## config.mk

```make
export PLATFORM = sky130hd
export DESIGN_NAME = nibble_serial_adder
export DESIGN_NICKNAME = d
export VERILOG_FILES = /design/src/rtl/nibble_serial_adder.sv
export SDC_FILE = /design/constraint.sdc
export NUM_CORES = 1
export LEC_CHECK = 0
export CAP_MARGIN = 20
export CORE_MARGIN = 3
export CORE_UTILIZATION = 56
export DETAILED_ROUTE_END_ITERATION = 6
export PLACE_DENSITY = 0.82
export SLEW_MARGIN = 30
export SYNTH_ARGS = -nofsm -noshare
export SYNTH_HDL_FRONTEND = slang
export SYNTH_SLANG_ARGS = --single-unit
export TNS_END_PERCENT = 1
```

## constraint.sdc

```tcl
create_clock -name clk -period 6.7 [get_ports clk]
set_clock_uncertainty 0.15 [all_clocks]
set_input_delay 0.67 -clock clk [delete_from_list [all_inputs] [get_ports clk]]
set_output_delay 0.67 -clock clk [all_outputs]
set_load 0.02 [all_outputs]
```

## src/rtl/nibble_serial_adder.sv

```systemverilog
// WIDTH-bit adder that reuses a single 4-bit ripple-carry slice, one nibble per cycle,
// least-significant nibble first, with valid/ready handshakes on both sides.
module nibble_serial_adder #(
  parameter int WIDTH = 16
) (
  input  logic             clk,
  input  logic             rst,
  input  logic             in_valid,
  output logic             in_ready,
  input  logic [WIDTH-1:0] a,
  input  logic [WIDTH-1:0] b,
  input  logic             cin,
  output logic             out_valid,
  input  logic             out_ready,
  output logic [WIDTH-1:0] sum,
  output logic             cout,
  output logic             ovf,
  output logic             busy
);

  localparam int N   = WIDTH / 4;
  localparam int K_W = (N > 1) ? $clog2(N) : 1;

  typedef enum logic [1:0] {
    IDLE = 2'd0,
    RUN  = 2'd1,
    DONE = 2'd2
  } state_t;

  // 4-bit ripple slice; also returns the carry into bit 3 for signed overflow.
  // Result layout: {carry_into_bit3, carry_out, sum[3:0]}.
  function automatic logic [5:0] add4(input logic [3:0] x, input logic [3:0] y, input logic c);
    logic [4:0] c_v;
    logic [3:0] s_v;
    c_v[0] = c;
    for (int i = 0; i < 4; i++) begin
      s_v[i]     = x[i] ^ y[i] ^ c_v[i];
      c_v[i + 1] = (x[i] & y[i]) | (c_v[i] & (x[i] ^ y[i]));
    end
    return {c_v[3], c_v[4], s_v};
  endfunction

  state_t           state_r;
  state_t           state_s;
  logic             in_ready_s;
  logic             out_valid_s;
  logic             busy_s;

  logic [WIDTH-1:0] a_r;
  logic [WIDTH-1:0] b_r;
  logic [WIDTH-1:0] acc_r;
  logic             carry_r;
  logic [K_W-1:0]   k_r;

  logic [5:0]       slice_s;
  logic             last_s;

  assign slice_s = add4(a_r[{k_r, 2'b00} +: 4], b_r[{k_r, 2'b00} +: 4], carry_r);
  assign last_s  = (k_r == K_W'(N - 1));

  // State register; handshake flags are registered from the next-state decode.
  always_ff @(posedge clk or posedge rst) begin
    if (rst) begin
      state_r   <= IDLE;
      in_ready  <= 1'b1;
      out_valid <= 1'b0;
      busy      <= 1'b0;
    end else begin
      state_r   <= state_s;
      in_ready  <= in_ready_s;
      out_valid <= out_valid_s;
      busy      <= busy_s;
    end
  end

  // Next-state logic.
  always_comb begin
    state_s = state_r;
    case (state_r)
      IDLE: begin
        if (in_valid) state_s = RUN;
        else          state_s = IDLE;
      end
      RUN: begin
        if (last_s) state_s = DONE;
        else        state_s = RUN;
      end
      DONE: begin
        if (out_ready) state_s = IDLE;
        else           state_s = DONE;
      end
      default: state_s = IDLE;
    endcase
  end

  // Output decode of the upcoming state, so the flags leave flops directly.
  always_comb begin
    in_ready_s  = 1'b0;
    out_valid_s = 1'b0;
    busy_s      = 1'b0;
    case (state_s)
      IDLE:    in_ready_s = 1'b1;
      RUN:     busy_s     = 1'b1;
      DONE: begin
        out_valid_s = 1'b1;
        busy_s      = 1'b1;
      end
      default: in_ready_s = 1'b1;
    endcase
  end

  // Operand capture, nibble sequencing and result load on DONE entry.
  always_ff @(posedge clk or posedge rst) begin
    if (rst) begin
      a_r     <= '0;
      b_r     <= '0;
      acc_r   <= '0;
      carry_r <= 1'b0;
      k_r     <= '0;
      sum     <= '0;
      cout    <= 1'b0;
      ovf     <= 1'b0;
    end else begin
      case (state_r)
        IDLE: begin
          if (in_valid) begin
            a_r     <= a;
            b_r     <= b;
            carry_r <= cin;
            k_r     <= '0;
          end
        end
        RUN: begin
          acc_r[{k_r, 2'b00} +: 4] <= slice_s[3:0];
          carry_r                  <= slice_s[4];
          k_r                      <= k_r + K_W'(1);
          if (last_s) begin
            sum  <= {slice_s[3:0], acc_r[WIDTH-5:0]};
            cout <= slice_s[4];
            ovf  <= slice_s[5] ^ slice_s[4];
          end
        end
        default: begin
          carry_r <= carry_r;
        end
      endcase
    end
  end

endmodule

```

; ---- After elaboration in Yosys (flattened, before gate mapping)
; Index checks and enable logic that the tools add are counted.
; W data, S select, Z words.
[op_classes]
n_mux = 12
bitwise_logic = 21
shift = 4
n_addsub = 2
reduce_logical = 6
n_eq_ne = 6
[op_table]
columns = cell, n
row1 = $shiftx A16 B5 Y4, 2
row2 = $bwmux W16, 1
row3 = $shift A4 B6 Y16 const A, 1
row4 = $shiftx A4 B6 Y16, 1
row5 = $xor A1 B1 Y1, 9
row6 = $and A1 B1 Y1, 8
row7 = $eq A2 B2 Y1 const B, 3
row8 = $mux W2, 3
row9 = $neg A4 Y6, 1
row10 = $pmux W2 S3, 1
row11 = $reduce_and A2 Y1, 3
row12 = $mux W1, 5
row13 = $eq A2 B1 Y1 const B, 2
row14 = $or A1 B1 Y1, 4
row15 = $pmux W2 S2, 1
row16 = $add A2 B1 Y2 const B, 1
row17 = $logic_not A2 Y1, 1
row18 = $ne A2 B2 Y1 const B, 1
row19 = $pmux W1 S2, 1
row20 = $reduce_bool A2 Y1, 1
row21 = $reduce_or A2 Y1, 1
[totals]
inputBits = 37
ff_bits = 74

; ---- Depth between registers and ports, before layout
[logic_depth]
word_depth = 11
ltp_mapped = 9
mapped_depth_nobuf = 7

; ---- Worst setup path before layout
; Ideal clock, no wire load.
[synth_timing]
path_kind = flip-flop to flip-flop
startpoint = register k_r[0]
endpoint = register sum[15]
required_time_ns = 6.425
arrival_time_ns = 3.094
synth_period_minus_slack_ns = 3.369
path_stages_with_launch = 9
path_slack_ns = 3.331
path_cell_list = dfrtp_1 buf_6 buf_6 mux4_2 fa_1 fa_1 fa_1 fa_1 mux2_2
[synth_via]
elab_chain_len = 9
[synth_rtl]
columns = element, line_no
row1 = from (decl), 53  ; logic [K_W-1:0] k_r;
row2 = from (signal assigned), 136  ; k_r <= k_r + K_W'(1);
row3 = $shiftx A16 B5 Y4, 58  ; assign slice_s = add4(a_r[{k_r, 2'b00} +: 4], b_r[{k_r, 2'b00} +: 4], carry_r);
row4 = $xor A1 B1 Y1, 38  ; c_v[i + 1] = (x[i] & y[i]) | (c_v[i] & (x[i] ^ y[i]));
row5 = $and A1 B1 Y1, 38
row6 = $or A1 B1 Y1, 38
row7 = $and A1 B1 Y1, 38
row8 = $or A1 B1 Y1, 38
row9 = $and A1 B1 Y1, 38
row10 = $or A1 B1 Y1, 38
row11 = $xor A1 B1 Y1 *, 37  ; s_v[i] = x[i] ^ y[i] ^ c_v[i];
row12 = via slice_s[3], 55  ; logic [5:0] slice_s;
row13 = to (signal assigned), 138  ; sum <= {slice_s[3:0], acc_r[WIDTH-5:0]};
row14 = to (decl), 15  ; output logic [WIDTH-1:0] sum,
; The timed path passes the listed nets; every way through them passes the cells marked *.
; A chain may end at the register's enable or synchronous reset.

; ---- Worst setup path in the final report
[layout_timing]
startpoint = register k_r[0]
endpoint = register acc_r[7]
[layout_via]
elab_chain_len = 11
[layout_rtl]
columns = element, line_no
row1 = $shiftx A16 B5 Y4, 58
row2 = $xor A1 B1 Y1, 38
row3 = $and A1 B1 Y1, 38
row4 = $or A1 B1 Y1, 38
row5 = $and A1 B1 Y1, 38
row6 = $or A1 B1 Y1, 38
row7 = $and A1 B1 Y1, 38
row8 = $or A1 B1 Y1, 38
row9 = $xor A1 B1 Y1 *, 37
row10 = via slice_s[3], 55
row11 = $shiftx A4 B6 Y16 *, 134  ; acc_r[{k_r, 2'b00} +: 4] <= slice_s[3:0];
row12 = $bwmux W16 *, 134
row13 = "to (signal, indexed assignment)", 134
row14 = to (decl), 51  ; logic [WIDTH-1:0] acc_r;
; Marks and branches as above.

==> results.toml <==
[power]
net-switching-power_w = 0.000729
clock_power_share_pct = 16.0
p_total_w = 0.00204
p_sw_share_pct = 35.7
leakagePower_nw = 1.65
p_comb_share_pct = 46.5
power.density_nw_per_um2 = 528
p_int_w = 0.00131
vdd_drop_max_v = 0.000342
p_seq_share_pct = 37.4

[global_routing]
grt_pass1_wl_um = 9230
grt_max_degree = 71
grt_pass1_vias = 1915
overflow = 0
grt.total_usage_pct = 19.4
antenna_found_initial = 0

[clock_tree]
cts_sinks = 70
cts_resized = 0
htreeDepth = 3
cts.path.max_buffers = 2
cts_buffers = 9
post_cts_buffers = 0
clk_pin_slew_ns = 0.07
cts_tree = "built"
cts_hold_buf = 0
clkLatencyLatePin_ns = 0.33
cts-root-buf = "clkbuf_8"

[finish]
final_nets = 319
area_delta_synth_final_pct = 25.8
final_common_cell = "dfrtp_1"
num_antenna_cells = 0
layout.area.seq_um2 = 1750
multi_input_area_um2 = 1220
fillers = 363
layout_common_cells = "dfrtp_1 (69), clkdlybuf4s50_1 (57), mux2_2 (47)"
final_layout_size_suffix_gt1_share_pct = 27.4

[detailed_routing]
route.detailed.drc = 0
vias = 1829
wire_per_inst_um = 15.5
ant_nets = 0
dr.pass1.iters = 4
drt_iter0_markers = 106
wl_um = 5390
viasPerCell = 5.27

[critical_path]
critPathKind = "flop to flop"
cp.required_ns = 6.80
arrival_ns = 3.94
cp-end-kind = "flop"
critPathMaxFanout = 19
ff2ff_path_depth = 7
critPathLaunchType = "flop"

[sta]
finalHoldViolCount = 0
holdWs_ns = 0.332
max_slew_margin_pct = 40.9
fin_crit_ns = 3.84
worst_slew_pin_slew_ns = 0.884
fin_tns_setup_ns = 0
finalSetupViolCount = 0
timing.fmax_ghz = 0.260
rsz0062_at_grt = "false"
fin_crit_sh_pct = 57.3
finalMaxSlewViolations = 0

[floorplan]
dieHeight_um = 80.1
pin_count = 58
die_w_um = 80.1
initial_core_util_pct = 59.0
die_area_um2 = 6410
fp-row-count = 26
core_um2 = 5200

[yosys]
syn_nets = 258
synth_seq_cells = 70
syn_area_um2 = 3070
ys_seq_area_share_pct = 57.0
syn_avg_cell_area_um2 = 14.6
yosysWarnings = 0
synth_cells = 211
ys_types = 28

[status]
outcome = "finished, final reports clean"

[placed_design]
port-buffer-count = 57
hpwl_um = 3890
place.gp.congestion = 0.757

[hold_path]
min_path_cells = 2
hp-class = "flop to flop"

[run]
drv_cap = 0
## worst max-delay path, cell delays in order, from the launching register on
cell     delay, ns
dfrtp_1       0.89
mux4_2        0.61
fa_1          0.41
fa_1          0.40
fa_1          0.45
fa_1          0.57
nand3_1       0.09
o21ai_0       0.18
## through the flow
step                instances  setup slack, ns  util [%]  instance area, um2
detailed placement        330             2.88      70.4                3660
floorplan                 211             3.33         -                3070
global route              347             2.63      74.3                3860
global placement          330             2.91      70.4                3660
CTS                       346             2.84      74.0                3850
finish                    347             2.86      74.3                3860
## Yosys cell counts
cell / number / share of area, %
o21ai_1: 1 / 0.16
o21ai_0: 13 / 2.1
a32o_1: 1 / 0.33
nand2_1: 22 / 2.7
xnor2_1: 1 / 0.29
o21bai_1: 1 / 0.24
fa_1: 4 / 2.6
mux4_2: 8 / 5.9
nor2b_1: 1 / 0.20
nor3_1: 3 / 0.49
mux2_4: 2 / 0.98
nand2b_4: 1 / 0.45
nand3b_1: 4 / 0.98
o22ai_1: 1 / 0.20
buf_6: 5 / 1.8
mux2_2: 47 / 17
nand3_1: 4 / 0.65
nand2b_1: 1 / 0.20
ha_1: 6 / 2.4
dfstp_2: 1 / 0.86
o31ai_1: 1 / 0.24
inv_1: 6 / 0.73
nor3b_2: 2 / 0.81
clkbuf_1: 1 / 0.12
nor2_4: 1 / 0.37
a21o_1: 1 / 0.24
buf_2: 3 / 0.49
dfrtp_1: 69 / 56
## power groups by stage
stage | combinational [W] | clock [W] | sequential (W)
floorplan | 0.000674 | 0 | 0.000764
global placement | 0.000924 | 0 | 0.000770
detailed placement | 0.000949 | 0 | 0.000779
CTS | 0.000951 | 0.000334 | 0.000771
global route | 0.00104 | 0.000356 | 0.000796
finish | 0.000949 | 0.000327 | 0.000764
## kinds of logic (layout without fill, tap and decap cells)
family	after synthesis	after routing	share of synthesized area, %
AOI/OAI and AO/OA	19	19	3.54
xor gates and xnor gates	1	1	0.285
adders and majority gates	10	10	5.05
buffers and inverters	15	81	3.18
DFF	70	70	57.0
muxes	57	57	24.1
and+or+nand+nor	39	39	6.84
## final timing paths
| check | start | to | slack, ns |
|---|---|---|---|
| max | k_r[0] | acc_r[7] | 2.86 |
| min | acc_r[8] | acc_r[8] | 0.33 |
| max reg2reg | k_r[0] | acc_r[7] | 2.86 |
| min reg2reg | acc_r[8] | acc_r[8] | 0.33 |
| max in group asynchronous | rst | sum[2] | 5.07 |
| min in group asynchronous | rst | a_r[10] | 0.76 |
## layout make-up
cell class,instances,share of cell area [%]
Multi-Input combinational cell,126,31.6
Sequential cell,70,45.4
Tap cell,70,2.27
Clock inverter,1,0.777
Inverter,6,0.583
Timing Repair Buffer,59,15.3
Clock buffer,15,4.05
## metal layers
| layer | routed length [um] | GRT usage [%] |
|---|---|---|
| met4 | 104 | 6.93 |
| met1 | 2230 | 23.6 |
| met5 | 0 | 0 |
| met3 | 270 | 5.94 |
| met2 | 2780 | 32.8 |
## sequential cells by signal (all words and copies together) (netlist names)
| name | count |
|---|---|
| carry_r | 1 |
| b_r | 16 |
| acc_r | 12 |
| out_valid | 1 |
| busy | 1 |
| in_ready | 1 |
| a_r | 16 |
| ovf | 1 |
| state_r | 2 |
| cout | 1 |
| k_r | 2 |
| sum | 16 |
Note: power is estimated with default switching activity, not from simulation.
